File: src/rtl/lock_pkg.sv
// rtl/lock_pkg.sv - shared state type, parameter defaults and round-robin pick helper
package lock_pkg;

    localparam int DEF_NUM_CLIENTS = 4;
    localparam int DEF_HOLD_MAX    = 15;
    localparam int DEF_SYNC_STAGES = 2;

    typedef enum logic [1:0] {
        ST_IDLE = 2'd0,
        ST_ACQ  = 2'd1,
        ST_HOLD = 2'd2,
        ST_REL  = 2'd3
    } lock_state_t;

    // First set bit of req at or after ptr, wrapping within n clients.
    function automatic int rr_pick(input logic [7:0] req, input int ptr, input int n);
        int pick;
        int idx;
        pick = 0;
        for (int k = 7; k >= 0; k--) begin
            if (k < n) begin
                idx = ptr + k;
                if (idx >= n) begin
                    idx = idx - n;
                end
                if (req[idx[2:0]]) begin
                    pick = idx;
                end
            end
        end
        return pick;
    endfunction

endpackage

File: src/rtl/sync_ff.sv
// rtl/sync_ff.sv - multi-flop synchronizer for a single asynchronous bit
module sync_ff #(
    parameter int STAGES = 2
) (
    input  logic clk,
    input  logic rst_n,
    input  logic d,
    output logic q
);

    logic [STAGES-1:0] sr;

    always_ff @(posedge clk) begin
        if (!rst_n) begin
            sr <= '0;
        end else begin
            sr <= {sr[STAGES-2:0], d};
        end
    end

    assign q = sr[STAGES-1];

endmodule

File: src/rtl/lock_scheduler.sv
// rtl/lock_scheduler.sv - round-robin client scheduler in front of a 4-phase asynchronous lock
module lock_scheduler
    import lock_pkg::*;
#(
    parameter int NUM_CLIENTS = DEF_NUM_CLIENTS,
    parameter int HOLD_MAX    = DEF_HOLD_MAX,
    parameter int SYNC_STAGES = DEF_SYNC_STAGES
) (
    input  logic                           clk,
    input  logic                           rst_n,
    input  logic [NUM_CLIENTS-1:0]         cli_req,
    output logic [NUM_CLIENTS-1:0]         cli_gnt,
    output logic [$clog2(NUM_CLIENTS)-1:0] gnt_id,
    output logic                           lock_req,
    input  logic                           lock_ack,
    output logic                           timeout
);

    localparam int ID_W = $clog2(NUM_CLIENTS);

    lock_state_t            state, state_nxt;
    logic [ID_W-1:0]        sel, sel_nxt;
    logic [ID_W-1:0]        rr_ptr, rr_ptr_nxt;
    logic [7:0]             cnt, cnt_nxt;
    logic [1:0]             warm;
    logic                   warm_done;
    logic                   ack_s;
    logic [NUM_CLIENTS-1:0] gnt_nxt;
    logic                   lr_nxt;
    logic                   to_nxt;

    (* keep_hierarchy = "yes" *)
    sync_ff #(
        .STAGES(SYNC_STAGES)
    ) u_ack_sync (
        .clk  (clk),
        .rst_n(rst_n),
        .d    (lock_ack),
        .q    (ack_s)
    );

    // The synchronizer resets to zero, so ack_s is not trustworthy until it has
    // refilled; a lock still held from before reset must not look released.
    assign warm_done = (warm == 2'(SYNC_STAGES));

    always_comb begin
        state_nxt  = state;
        sel_nxt    = sel;
        rr_ptr_nxt = rr_ptr;
        cnt_nxt    = cnt;
        to_nxt     = 1'b0;
        case (state)
            ST_IDLE: begin
                if (warm_done && !ack_s && (|cli_req)) begin
                    sel_nxt   = ID_W'(rr_pick(8'(cli_req), int'(rr_ptr), NUM_CLIENTS));
                    state_nxt = ST_ACQ;
                end
            end
            ST_ACQ: begin
                if (ack_s) begin
                    if (cli_req[sel]) begin
                        state_nxt = ST_HOLD;
                        cnt_nxt   = 8'd0;
                    end else begin
                        state_nxt = ST_REL;
                    end
                end
            end
            ST_HOLD: begin
                if (!cli_req[sel]) begin
                    state_nxt = ST_REL;
                end else if (cnt == 8'(HOLD_MAX - 1)) begin
                    state_nxt = ST_REL;
                    to_nxt    = 1'b1;
                end else begin
                    cnt_nxt = cnt + 8'd1;
                end
            end
            ST_REL: begin
                if (!ack_s) begin
                    rr_ptr_nxt = (sel == ID_W'(NUM_CLIENTS - 1)) ? '0 : sel + ID_W'(1);
                    state_nxt  = ST_IDLE;
                end
            end
            default: state_nxt = ST_IDLE;
        endcase
        lr_nxt  = (state_nxt == ST_ACQ) || (state_nxt == ST_HOLD);
        gnt_nxt = (state_nxt == ST_HOLD) ? (NUM_CLIENTS'(1) << sel_nxt) : '0;
    end

    always_ff @(posedge clk) begin
        if (!rst_n) begin
            state    <= ST_IDLE;
            sel      <= '0;
            rr_ptr   <= '0;
            cnt      <= '0;
            warm     <= '0;
            cli_gnt  <= '0;
            lock_req <= 1'b0;
            timeout  <= 1'b0;
        end else begin
            state    <= state_nxt;
            sel      <= sel_nxt;
            rr_ptr   <= rr_ptr_nxt;
            cnt      <= cnt_nxt;
            cli_gnt  <= gnt_nxt;
            lock_req <= lr_nxt;
            timeout  <= to_nxt;
            if (!warm_done) begin
                warm <= warm + 2'd1;
            end
        end
    end

    assign gnt_id = sel;

endmodule

File: config.mk
export PLATFORM = sky130hd
export DESIGN_NAME = lock_scheduler
export DESIGN_NICKNAME = d
export VERILOG_FILES = /design/src/rtl/lock_pkg.sv /design/src/rtl/sync_ff.sv /design/src/rtl/lock_scheduler.sv
export SDC_FILE = /design/constraint.sdc
export NUM_CORES = 1
export LEC_CHECK = 0
export CORE_ASPECT_RATIO = 1.25
export CORE_MARGIN = 2
export CORE_UTILIZATION = 40
export CTS_CLUSTER_DIAMETER = 80
export DETAILED_ROUTE_END_ITERATION = 12
export GPL_ROUTABILITY_DRIVEN = 0
export MAX_ROUTING_LAYER = met4
export SYNTH_ARGS = -nofsm -noshare
export SYNTH_HDL_FRONTEND = slang
export SYNTH_SLANG_ARGS = --single-unit
File: constraint.sdc
create_clock -name clk -period 3.5 [get_ports clk]
set_input_delay 0.875 -clock clk [delete_from_list [all_inputs] [get_ports clk]]
set_output_delay 0.875 -clock clk [all_outputs]
set_load 0.005 [all_outputs]
==> results of run 1 <==
[how the worst max path moves through the flow]
stage	to	slack [ns]	depth (start not counted)
finish	cli_gnt[3]	0.75	8
global route	cli_gnt[3]	0.65	8
CTS	cli_gnt[3]	0.76	8
detailed placement	cli_gnt[3]	0.49	8
global placement	cli_gnt[3]	0.53	8
floorplan	cli_gnt[3]	1.04	8
[sequential cells by signal (all words and copies together) (netlist names)]
signal	flops
state	2
gnt_id	2
warm	2
cnt	8
lock_req	1
u_ack_sync/sr	2
cli_gnt	4
timeout	1
rr_ptr	2
[logic make-up after synthesis]
| logic type | Yosys count | share of synthesized area |
|---|---|---|
| and+or+nand+nor | 64 | 0.294 |
| AOI/OAI and AO/OA | 26 | 0.142 |
| DFF | 24 | 0.360 |
| buffers and inverters | 13 | 0.0403 |
| xor gates and xnor gates | 8 | 0.0525 |
| muxes | 6 | 0.0544 |
| adders and majority gates | 6 | 0.0562 |
[report_power, final]
part | leakage [nW] | switching (W) | internal [W] | total [W]
Clock | 0.0357 | 0.0000877 | 0.000153 | 0.000241
Sequential | 0.194 | 0.0000169 | 0.000293 | 0.000310
Combinational | 0.387 | 0.0000659 | 0.0000733 | 0.000139
[metal layers]
layer,global-route usage,vias to the layer above,wire length (um)
li1,-,540,-
met1,0.167,497,1110
met2,0.302,18,1430
met3,0.0243,5,81
met4,0.0823,0,43
met5,-,-,0
[cell type report]
| class | count | area share |
|---|---|---|
| multi-input combinational | 110 | 0.512 |
| sequential | 24 | 0.307 |
| timing repair buffer | 14 | 0.0895 |
| tap | 37 | 0.0296 |
| clock buffer | 3 | 0.0264 |
| clock inverter | 1 | 0.0192 |
| inverter | 7 | 0.0168 |
[layout by cell type, fill, tap and decap left out, types with 2 or more instances in the layout]
| master | synthesis | routed |
|---|---|---|
| and3_1 | 4 | 4 |
| dfxtp_1 | 24 | 24 |
| o21ai_0 | 7 | 7 |
| and3b_1 | 2 | 2 |
| nand4_1 | 3 | 3 |
| nand3_1 | 4 | 4 |
| nor2b_1 | 5 | 5 |
| nand2b_1 | 2 | 2 |
| clkbuf_8 | 0 | 3 |
| ha_1 | 6 | 6 |
| nor2_1 | 10 | 10 |
| a211oi_1 | 3 | 3 |
| and2_1 | 9 | 9 |
| mux2i_1 | 5 | 5 |
| xor2_1 | 6 | 6 |
| nor3b_2 | 2 | 2 |
| nand3b_1 | 2 | 2 |
| nor3_1 | 3 | 3 |
| clkdlybuf4s50_1 | 0 | 14 |
| inv_1 | 7 | 7 |
| xnor2_1 | 2 | 2 |
| nand2_1 | 9 | 9 |
| a21oi_1 | 4 | 4 |
| nor3b_1 | 3 | 3 |
[per-stage QoR]
step | hold WS, ns | utilization | cells
6_report | 0.440 | 0.490 | 196
5_1_grt | 0.463 | 0.490 | 196
4_1_cts | 0.446 | 0.490 | 196
3_5_place_dp | 0.423 | 0.468 | 192
3_3_place_gp | 0.419 | 0.468 | 192
2_1_floorplan | 0.412 | - | 147
==> reports/qor.yml, run 1 <==
timing.critical_path.max_delay_family: "multiplexers"
status: "complete, no violations"
pwr_density_cell_nw_per_um2: 441
drive_above_1_share: 0.0943
yosys.area.top_type: "dfxtp_1"
grt_use_total: 0.161
hold_start: "u_ack_sync/sr[0]"
grt_remaining_overflow: 0
worst-path-max-fanout: 9
cp_common_cell: "nand2_1"
cts_buffers: 3
relSlewSlack: 0.652
synth_area_leaders: "dfxtp_1 36%, ha_1 5.6%, and2_1 4.2%"
crit_arrival_ns: 2.92
postSynth.asyncResetShare: 0
r2r_slack_ns: 1.26
post_cts_resized: 0
cts_num_sinks: 24
fin_ws_ns: 0.751
drtIter0Drc: 19
leakage_nw: 0.617
netlist_area_sq_um: 1340
die_w_um: 55.7
min_period_ns: 2.75
firstDrtPassIters: 4
via_per_inst: 5.41
rr_worst_depth: 7
synth_common_cells: "24 x dfxtp_1, 10 x nor2_1, 9 x and2_1, 9 x nand2_1"
yosysMostFrequentCell: "dfxtp_1"
synth_nets: 160
crit_start: "cli_req[3]"
rsz0062_at_grt: "false"
nets: 173
io_buffers: 14
cts_tree: "built"
worst_ep_required_time_ns: 3.67
critical-path-slowest-cell: "mux4_2"
ys_seq_area_frac: 0.360
dieArea_sq_um: 3820
finalHoldViolCount: 0
ys_ff_latch: 24
ant_nets: 0
synth_top_area_frac: 0.360
placed_area_sq_um: 1490
die_y_um: 68.6
synthesis.instances: 147
grt_max_degree: 15
holdBufCountCts: 0
reg2reg_from: "rr_ptr[0]"
yosys_warnings: 0
multi_input_area_sq_um: 801
fin_total_pwr_w: 0.000690
min_path_type: "flip-flop to flip-flop"
grt_pass1_wl_um: 4730
cap_violations: 0
num_rows: 23
critPathBufInv: 1
ys_types: 44
hpwl_um: 2020
fmax_ghz: 0.364
cts_buffer_depth: 2
fillers: 318
drcViolationCount: 0
ys.flop_type: "dfxtp_1"
period_share: 0.785
hold_depth: 1
fin_area_sq_um: 1570
seq_area_sq_um: 480
endpoint_kind: "flip-flop"
tns_ns: 0
root_buffer: "clkbuf_8"
synth-edff-count: 0
via_count: 1060
pre_cts_ws_ns: 0.486
clk_pin_slew_worst_paths_ns: 0.08
wl_um: 2660
worst-slew-pin-transition_ns: 0.521
antennaDiodeCount: 0
vdd_drop_max_v: 0.000337
start_util: 0.418
post_cts_buffers: 0
clk_latency_ns: 0.27
synth_area_per_cell_sq_um: 9.08
setup_viol: 0
htree_levels: 1
io_pins: 15
final-max-slew-violation-count: 0
r2r-end: "cli_gnt[3]"
cp-start-kind: "input pin"
first_global_vias: 1068
critPathMaxStageDelay_ns: 0.59
wl_per_cell_um: 13.6
hold_end: "u_ack_sync/sr[1]"
path_class: "input pin to flip-flop"
core_sq_um: 3190
finalClockSkew_ns: 0.00168
syn_to_final_growth_pct: 17.2
antenna_found_initial: 0
cp_cell_sequence: "clkdlybuf4s50_1, mux4_2, nand2_1, a21oi_1, o21a_1, ha_1, nand2_1, and3b_1"
Note: power is estimated with default switching activity, not from simulation.
==> run 2, diff against run 1 <==
==> constraint.sdc (replaced) <==
create_clock -name clk -period 2.4 [get_ports clk]
set_input_delay 0.6 -clock clk [delete_from_list [all_inputs] [get_ports clk]]
set_output_delay 0.6 -clock clk [all_outputs]
set_load 0.005 [all_outputs]
==> run 2 against run 1 <==
Compared with the run above:
- via count grew 7.1%
- worst setup slack worse by 0.56 ns
- combinational power up 71%
- clock power rose by 49%
- total power increased by 52%
- sequential power is 46% higher
- critical path depth rose by 1
- cell count increased by 7.7%
- sequential share of layout area is 2.1 points lower
- wire length is 8.5% higher
- design area increased by 7.2%
- largest power group unchanged
==> reports/qor.yml, run 2 (synthesis gave the netlist of run 1 again) <==
status: "complete, no violations"
io_pins: 15
endpoint_kind: "flip-flop"
firstDrtPassIters: 4
worst-slew-pin-transition_ns: 0.319
power_switching_w: 0.000265
min_period_ns: 2.21
num_rows: 23
holdBufCountCts: 0
final_cell_mix: "24 x dfxtp_1, 15 x buf_4, 14 x clkdlybuf4s50_1, 10 x nor2_1"
largest_reg_flops: 8
period_share: 0.919
cts_num_sinks: 24
grt_use_total: 0.165
gr-max-usage-layer: "met2"
grt_max_degree: 15
final-max-slew-violation-count: 0
drtIter0Drc: 41
io_buffers: 14
via_per_inst: 5.38
fillers: 304
fin_util: 0.525
grt_remaining_overflow: 0
cts_buffer_depth: 2
vdd_drop_max_v: 0.000439
wl_per_cell_um: 13.7
top_regs: "cnt x8, cli_gnt x4"
antenna_found_initial: 0
pwr_density_cell_nw_per_um2: 625
start_util: 0.418
dieArea_sq_um: 3820
globalRouteMet3Util: 0.0149
r2r_slack_ns: 0.42
first_global_vias: 1120
seq_area_sq_um: 480
fin_cells: 211
clk_latency_ns: 0.27
finalHoldViolCount: 0
wl_um: 2890
hold_depth: 1
cts_tree: "built"
gr-usage-met2: 0.310
fmax_ghz: 0.453
die_y_um: 68.6
worst-path-max-fanout: 3
rr_worst_depth: 10
fin_total_pwr_w: 0.00105
power.internal_w: 0.000783
switching_share: 0.253
die_w_um: 55.7
final_common_cell: "dfxtp_1"
post_cts_resized: 0
hold_slack_ns: 0.453
nets: 188
cap_violations: 0
syn_to_final_growth_pct: 25.7
post_cts_buffers: 0
clkPwrFrac: 0.342
drive_above_1_share: 0.172
finalClockSkew_ns: 0.00482
pwr-share-comb: 0.227
core_sq_um: 3190
multi_input_area_sq_um: 801
largest_register: "cnt"
path_class: "input pin to flip-flop"
seq_power_share: 0.431
dp_cells: 207
tns_ns: 0
grt_pass1_wl_um: 4780
via_count: 1135
min_path_type: "flip-flop to flip-flop"
worst_ep_required_time_ns: 2.56
setup_viol: 0
root_buffer: "clkbuf_8"
htree_levels: 1
cts_buffers: 3
relSlewSlack: 0.787
antennaDiodeCount: 0
ant_nets: 0
hpwl_um: 2260
clk_pin_slew_worst_paths_ns: 0.09
cp-start-kind: "input pin"
crit_arrival_ns: 2.37
rsz0062_at_grt: "false"
leakage_nw: 0.691
drcViolationCount: 0
grtUsageMet1: 0.164
==> run 2: cell count changes in the layout (fill, tap and decap cells not counted), sizes merged <==
| cell | delta |
|---|---|
| buf | +15 |
==> run 2: worst max-delay path, stage by stage <==
cell and delay (ns):
clkdlybuf4s50_1 0.44, mux4_2 0.53, nand2_1 0.09, a21oi_1 0.06
o21a_1 0.21, ha_1 0.19, nand2_1 0.07, buf_4 0.13
nor3_1 0.05
==> run 2: worst paths after layout <==
kind,start,endpoint
min reg2reg,u_ack_sync/sr[0],u_ack_sync/sr[1]
max reg2reg,warm[0],cli_gnt[0]
max,cli_req[3],cli_gnt[0]
min,u_ack_sync/sr[0],u_ack_sync/sr[1]
==> run 2: layer usage <==
metal  vias up  share of wire
met2        21           0.55
met1       536           0.40
li1        571              -
met4         0          0.027
met3         7          0.028
met5         -              0
==> run 2: layout make-up <==
type / instances / area share
Multi-Input combinational cell: 110 / 0.477
Sequential cell: 24 / 0.286
Timing Repair Buffer: 29 / 0.151
Tap cell: 37 / 0.0276
Clock buffer: 3 / 0.0246
Clock inverter: 1 / 0.0179
Inverter: 7 / 0.0157
==> run 2: power by group through the flow <==
stage               sequential [W]  combinational [W]  clock, W
floorplan                 0.000456           0.000150         0
global placement          0.000459           0.000229         0
detailed placement        0.000462           0.000240         0
CTS                       0.000452           0.000241  0.000361
global route              0.000457           0.000266  0.000371
finish                    0.000452           0.000238  0.000358
==> run 2: metrics by stage <==
stage	setup WS, ns	instance area (sq um)
2_1_floorplan	0.212	1340
3_3_place_gp	-0.0556	1610
3_5_place_dp	-0.0909	1610
4_1_cts	0.197	1680
5_1_grt	0.110	1680
6_report	0.194	1680
==> edit 1: new RTL, flow settings as in run 1 <==
Register the output `timeout` once more, without a reset; this adds one clock of latency there. The other outputs are not delayed to match.
--- a/src/rtl/lock_scheduler.sv
+++ b/src/rtl/lock_scheduler.sv
@@ -19,2 +19,4 @@
     localparam int ID_W = $clog2(NUM_CLIENTS);
+
+    logic timeout_s0;
 
@@ -99,3 +101,3 @@
             lock_req <= 1'b0;
-            timeout  <= 1'b0;
+            timeout_s0 <= 1'b0;
         end else begin
@@ -107,3 +109,3 @@
             lock_req <= lr_nxt;
-            timeout  <= to_nxt;
+            timeout_s0 <= to_nxt;
             if (!warm_done) begin
@@ -116,2 +118,6 @@
 
+    always_ff @(posedge clk) begin
+        timeout <= timeout_s0;
+    end
+
 endmodule
Check against the original RTL: same outputs for any inputs over 10 cycles, from zero or initial values and one cycle with rst_n low; that may be too few to reach the edited logic, so the function may still have changed.
==> edit 1 against run 1 <==
- area after synthesis is 9.9% lower
- sequential cell count is 1 higher
- total power shrank 6.6%
- register-to-register slack gained 230 ps
- routed wire length decreased by 19%
- global-route usage fell by 0.59 points
- worst setup slack improved by 160 ps
- hold slack got worse by 97 ps
- utilization down 0.084 points
- cell area is 9.7% lower
- critical path type unchanged
- highest routed layer unchanged
==> edit 1: results (changes against run 1) <==
Status: finished clean (unchanged)
Post-Synth Adder-Cell Area: 6.24% (was 5.62%)
IR drop worst, VDD: 0.263 mV (was 0.337 mV)
Sequential element share of the synthesized area: 41.6% (was 36.0%)
Mux contribution to synthesized area: 6.24% (was 5.44%)
Internal reg-to-reg setup slack: 1490 ps (was 1260 ps)
Ys async rst share: 0% (unchanged)
CP peak stage delay: 570 ps (was 590 ps)
Hold path depth: 0 (was 1)
Post-Syn Nets: 146 (was 160)
Largest net degree at the start of global routing: 16 (was 15)
Critical path peak fanout: 9 (unchanged)
Synth area leaders: dfxtp_1 (42%), nor2_1 (6.9%), ha_1 (6.2%), xnor2_1 (3.6%), a21oi_1 (2.5%) (was dfxtp_1 (36%), ha_1 (5.6%), and2_1 (4.2%), xor2_1 (3.9%), mux2i_1 (3.7%))
Initial drt markers: 27 (was 19)
Leakage: 0.513 nW (was 0.617 nW)
Fill count: 279 (was 318)
Switch share: 30.9% (was 24.7%)
Clock Skew: 8.54 ps (was 1.68 ps)
Setup Buffers After CTS: 0 (unchanged)
Cell variety after synth: 42 (was 44)
Post-cts resize count: 0 (unchanged)
Synth Area in Compound Gates: 12.0% (was 14.2%)
Top post-synthesis cells by count: dfxtp_1 (25), nor2_1 (22), nand2_1 (7) (was dfxtp_1 (24), nor2_1 (10), and2_1 (9), nand2_1 (9))
Vias in the first global route: 954 (was 1068)
Nets: 164 (was 173)
Worst-margin pin slew: 569 ps (was 521 ps)
First-pass GRT wire length: 4030 um (was 4730 um)
H-tree levels: 1 (unchanged)
Overall Global Routing Usage: 15.5% (was 16.1%)
Share of layout cells above drive strength 1: 7.33% (was 9.43%)
TritonCTS buffer count: 3 (unchanged)
Wire per inst: 11.6 um (was 13.6 um)
Biggest regs: cnt x8, cli_gnt x4 (unchanged)
Hold crit path type: flop to flop (unchanged)
Xor/xnor share of the synthesized area: 5.10% (was 5.25%)
Vias: 962 (was 1060)
DP HPWL: 1700 um (was 2020 um)
Pre-CTS WS: 552 ps (was 486 ps)
Latest clock arrival within the worst-skew pair: 310 ps (was 270 ps)
Clock slew seen by the registers of the worst setup and hold paths: 140 ps (was 80 ps)
DRT Pass-1 Iters: 4 (unchanged)
Port buffer count: 14 (unchanged)
CTS Root Cell: clkbuf_4 (was clkbuf_8)
Crit path DAT: 2790 ps (was 2920 ps)
Yosys warning total: 0 (unchanged)
[edit 1: power groups by stage]
stage | sequential, mW | clock (mW) | combinational, mW
after floorplan | 0.338 | 0 | 0.125
after global placement | 0.341 | 0 | 0.176
after CTS | 0.336 | 0.135 | 0.185
after global routing | 0.340 | 0.146 | 0.207
after detailed placement | 0.342 | 0 | 0.185
final | 0.335 | 0.128 | 0.182
[edit 1: cells by family after synthesis]
logic type / Yosys count
muxes: 6
xor gates and xnor gates: 7
and+or+nand+nor: 59
adders and majority gates: 6
buffers and inverters: 8
DFF: 25
AOI/OAI and AO/OA: 22
[edit 1: area by class of cell]
class | instances | area share [%]
Multi-Input combinational cell | 100 | 47.5
Clock inverter | 1 | 0.531
Sequential cell | 25 | 35.4
Timing Repair Buffer | 14 | 9.91
Tap cell | 36 | 3.19
Inverter | 7 | 1.86
Clock buffer | 3 | 1.59
[edit 1: layer usage]
metal  up-vias  wire, um  GRT usage, %
met5         -         0             -
met4         0        23          5.77
met3         2        58          2.73
met2        11      1080          26.3
met1       448       993          18.2
li1        501         -             -
[edit 1: worst paths after layout]
path | startpoint | end
worst max-delay path | cli_req[3] | cli_gnt[1]
worst max register to register | warm[0] | cli_gnt[2]
worst min-delay path | timeout_s0 | timeout
worst min register to register | timeout_s0 | timeout
[edit 1: critical path: cells and delay by family]
family,cells,cell delay [ps]
and+or+nand+nor,3,250
AOI/OAI and AO/OA,2,340
muxes,1,570
adders and majority gates,1,230
buffers and inverters,1,530
[edit 1: through the flow]
step | instance area [sq um] | power [mW] | std cells | hold slack (ps)
floorplan | 1200 | 0.463 | 133 | 310
global placement | 1380 | 0.517 | 182 | 311
detailed placement | 1380 | 0.527 | 182 | 312
CTS | 1410 | 0.656 | 186 | 344
global route | 1410 | 0.693 | 186 | 350
finish | 1410 | 0.645 | 186 | 343
==> edit 2: new RTL, settings of run 1 <==
Made on the original files. `DEF_SYNC_STAGES`: 2 -> 4.
--- a/src/rtl/lock_pkg.sv
+++ b/src/rtl/lock_pkg.sv
@@ -5,3 +5,3 @@
     localparam int DEF_HOLD_MAX    = 15;
-    localparam int DEF_SYNC_STAGES = 2;
+    localparam int DEF_SYNC_STAGES = 4;
 
Check against the original RTL: not equivalent (Yosys sat finds a counterexample within 4 cycles, from zero or initial values and one cycle with rst_n low).
==> edit 2 against run 1 <==
- cell area rose by 7.8%
- critical endpoint unchanged
- critical path depth unchanged
- routed wire length grew 0.49%
- non-clock buffer count up 3
- critical path type unchanged
- area after synthesis up 9.7%
- total power down 0.87%
- hold slack lost 8.1 ps
- clock power shrank 22%
- sequential cell count is 2 higher
- highest routed layer unchanged
- worst setup slack improved by 27 ps
==> edit 2: results (changes against run 1) <==
Port buffer count: 14 (unchanged)
Worst-margin pin slew: 479 ps (was 521 ps)
Post-Syn Nets: 162 (was 160)
Critical path peak fanout: 8 (was 9)
Internal: 0.501 mW (was 0.520 mW)
Grt met2 use: 26.0% (was 30.2%)
Fill count: 342 (was 318)
Biggest regs: cnt x8, cli_gnt x4, u_ack_sync/sr x4 (was cnt x8, cli_gnt x4)
CP delay by family, top: multiplexers (unchanged)
Met3 usage: 2.17% (was 2.43%)
M1 GR Usage: 16.4% (was 16.7%)
Clock buffer depth: 2 (unchanged)
Cell variety after synth: 47 (was 44)
Yosys warning total: 0 (unchanged)
Hold crit path type: flop to flop (unchanged)
Top post-synthesis cells by count: dfxtp_1 (26), nor2_1 (13), and2_1 (10), nand2_1 (10) (was dfxtp_1 (24), nor2_1 (10), and2_1 (9), nand2_1 (9))
Latest clock arrival within the worst-skew pair: 270 ps (about the same)
Clock Skew: 1.22 ps (was 1.68 ps)
Sequential element share of the synthesized area: 35.6% (was 36.0%)
DR vias/cell: 5.43 (was 5.41)
Final WL: 2680 um (was 2660 um)
Synth area leaders: dfxtp_1 (36%), ha_1 (5.1%), and2_1 (4.3%), mux2i_1 (4.1%), xor2_1 (3.6%) (was dfxtp_1 (36%), ha_1 (5.6%), and2_1 (4.2%), xor2_1 (3.9%), mux2i_1 (3.7%))
Setup Buffers After CTS: 0 (unchanged)
TritonCTS buffer count: 3 (unchanged)
First-pass GRT wire length: 4750 um (was 4730 um)
Crit path DAT: 2890 ps (was 2920 ps)
CP max-delay cell: mux4_2 (unchanged)
DP HPWL: 2120 um (was 2020 um)
CP peak stage delay: 570 ps (was 590 ps)
Ys async rst share: 0% (unchanged)
Status: finished clean (unchanged)
Largest net degree at the start of global routing: 17 (was 15)
DRT Pass-1 Iters: 4 (unchanged)
CTS Root Cell: clkbuf_8 (unchanged)
Clock slew seen by the registers of the worst setup and hold paths: 80 ps (about the same)
Share of layout cells above drive strength 1: 15.9% (was 9.43%)
Leakage: 0.682 nW (was 0.617 nW)
Post-cts resize count: 0 (unchanged)
Initial antenna violation count: 0 (unchanged)
Overall Global Routing Usage: 15.2% (was 16.1%)
Vias in the first global route: 1086 (was 1068)
ANT cells: 0 (unchanged)
H-tree levels: 1 (unchanged)
Nets: 178 (was 173)
Initial drt markers: 34 (was 19)
IR drop worst, VDD: 0.265 mV (was 0.337 mV)
-- edit 2: kinds of logic (layout without fill, tap and decap cells) --
logic type,Yosys count,count (layout),synth area share (%)
AO/OA/AOI/OAI,20,20,15.1
XOR/XNOR,8,8,4.79
adder cells (fa/ha/maj),6,6,5.13
buffers and inverters,11,26,4.27
flip-flops,26,26,35.6
multiplexers,9,9,7.18
AND/OR/NAND/NOR,69,69,27.9
-- edit 2: through the flow --
step                area, sq um  utilization [%]  std cells  setup slack (ps)
detailed placement         1630             46.8        199               488
global placement           1630             46.8        199               519
finish                     1690             48.4        203               778
global route               1690             48.4        203               668
CTS                        1690             48.4        203               775
floorplan                  1460                -        149              1080
-- edit 2: path summary, 6_finish.rpt --
path / end / cells past startpoint / startpoint / slack [ps]
setup / recovery: cli_gnt[3] / 8 / cli_req[0] / 780
hold / removal: u_ack_sync/sr[2] / 1 / u_ack_sync/sr[1] / 430
setup reg to reg: cli_gnt[1] / 7 / rr_ptr[0] / 1250
hold reg to reg: u_ack_sync/sr[2] / 1 / u_ack_sync/sr[1] / 430
-- edit 2: power by group through the flow --
stage	combinational [mW]	clock, mW	sequential, mW
after floorplan	0.130	0	0.329
final	0.170	0.189	0.325
after global routing	0.190	0.211	0.327
after global placement	0.168	0	0.331
after CTS	0.174	0.196	0.325
after detailed placement	0.173	0	0.332
-- edit 2: layout make-up --
type | count | area, sq um | share of cell area (%)
Tap cell | 39 | 48.8 | 2.89
Sequential cell | 26 | 520 | 30.9
Clock buffer | 4 | 55.1 | 3.26
Timing Repair Buffer | 17 | 163 | 9.64
Inverter | 5 | 18.8 | 1.11
Multi-Input combinational cell | 112 | 881 | 52.2
-- edit 2: routing by layer --
metal  vias up  wire length [um]
li1        550                 -
met1       521              1070
met2        21              1430
met3        11                69
met4         0               112
met5         -                 0
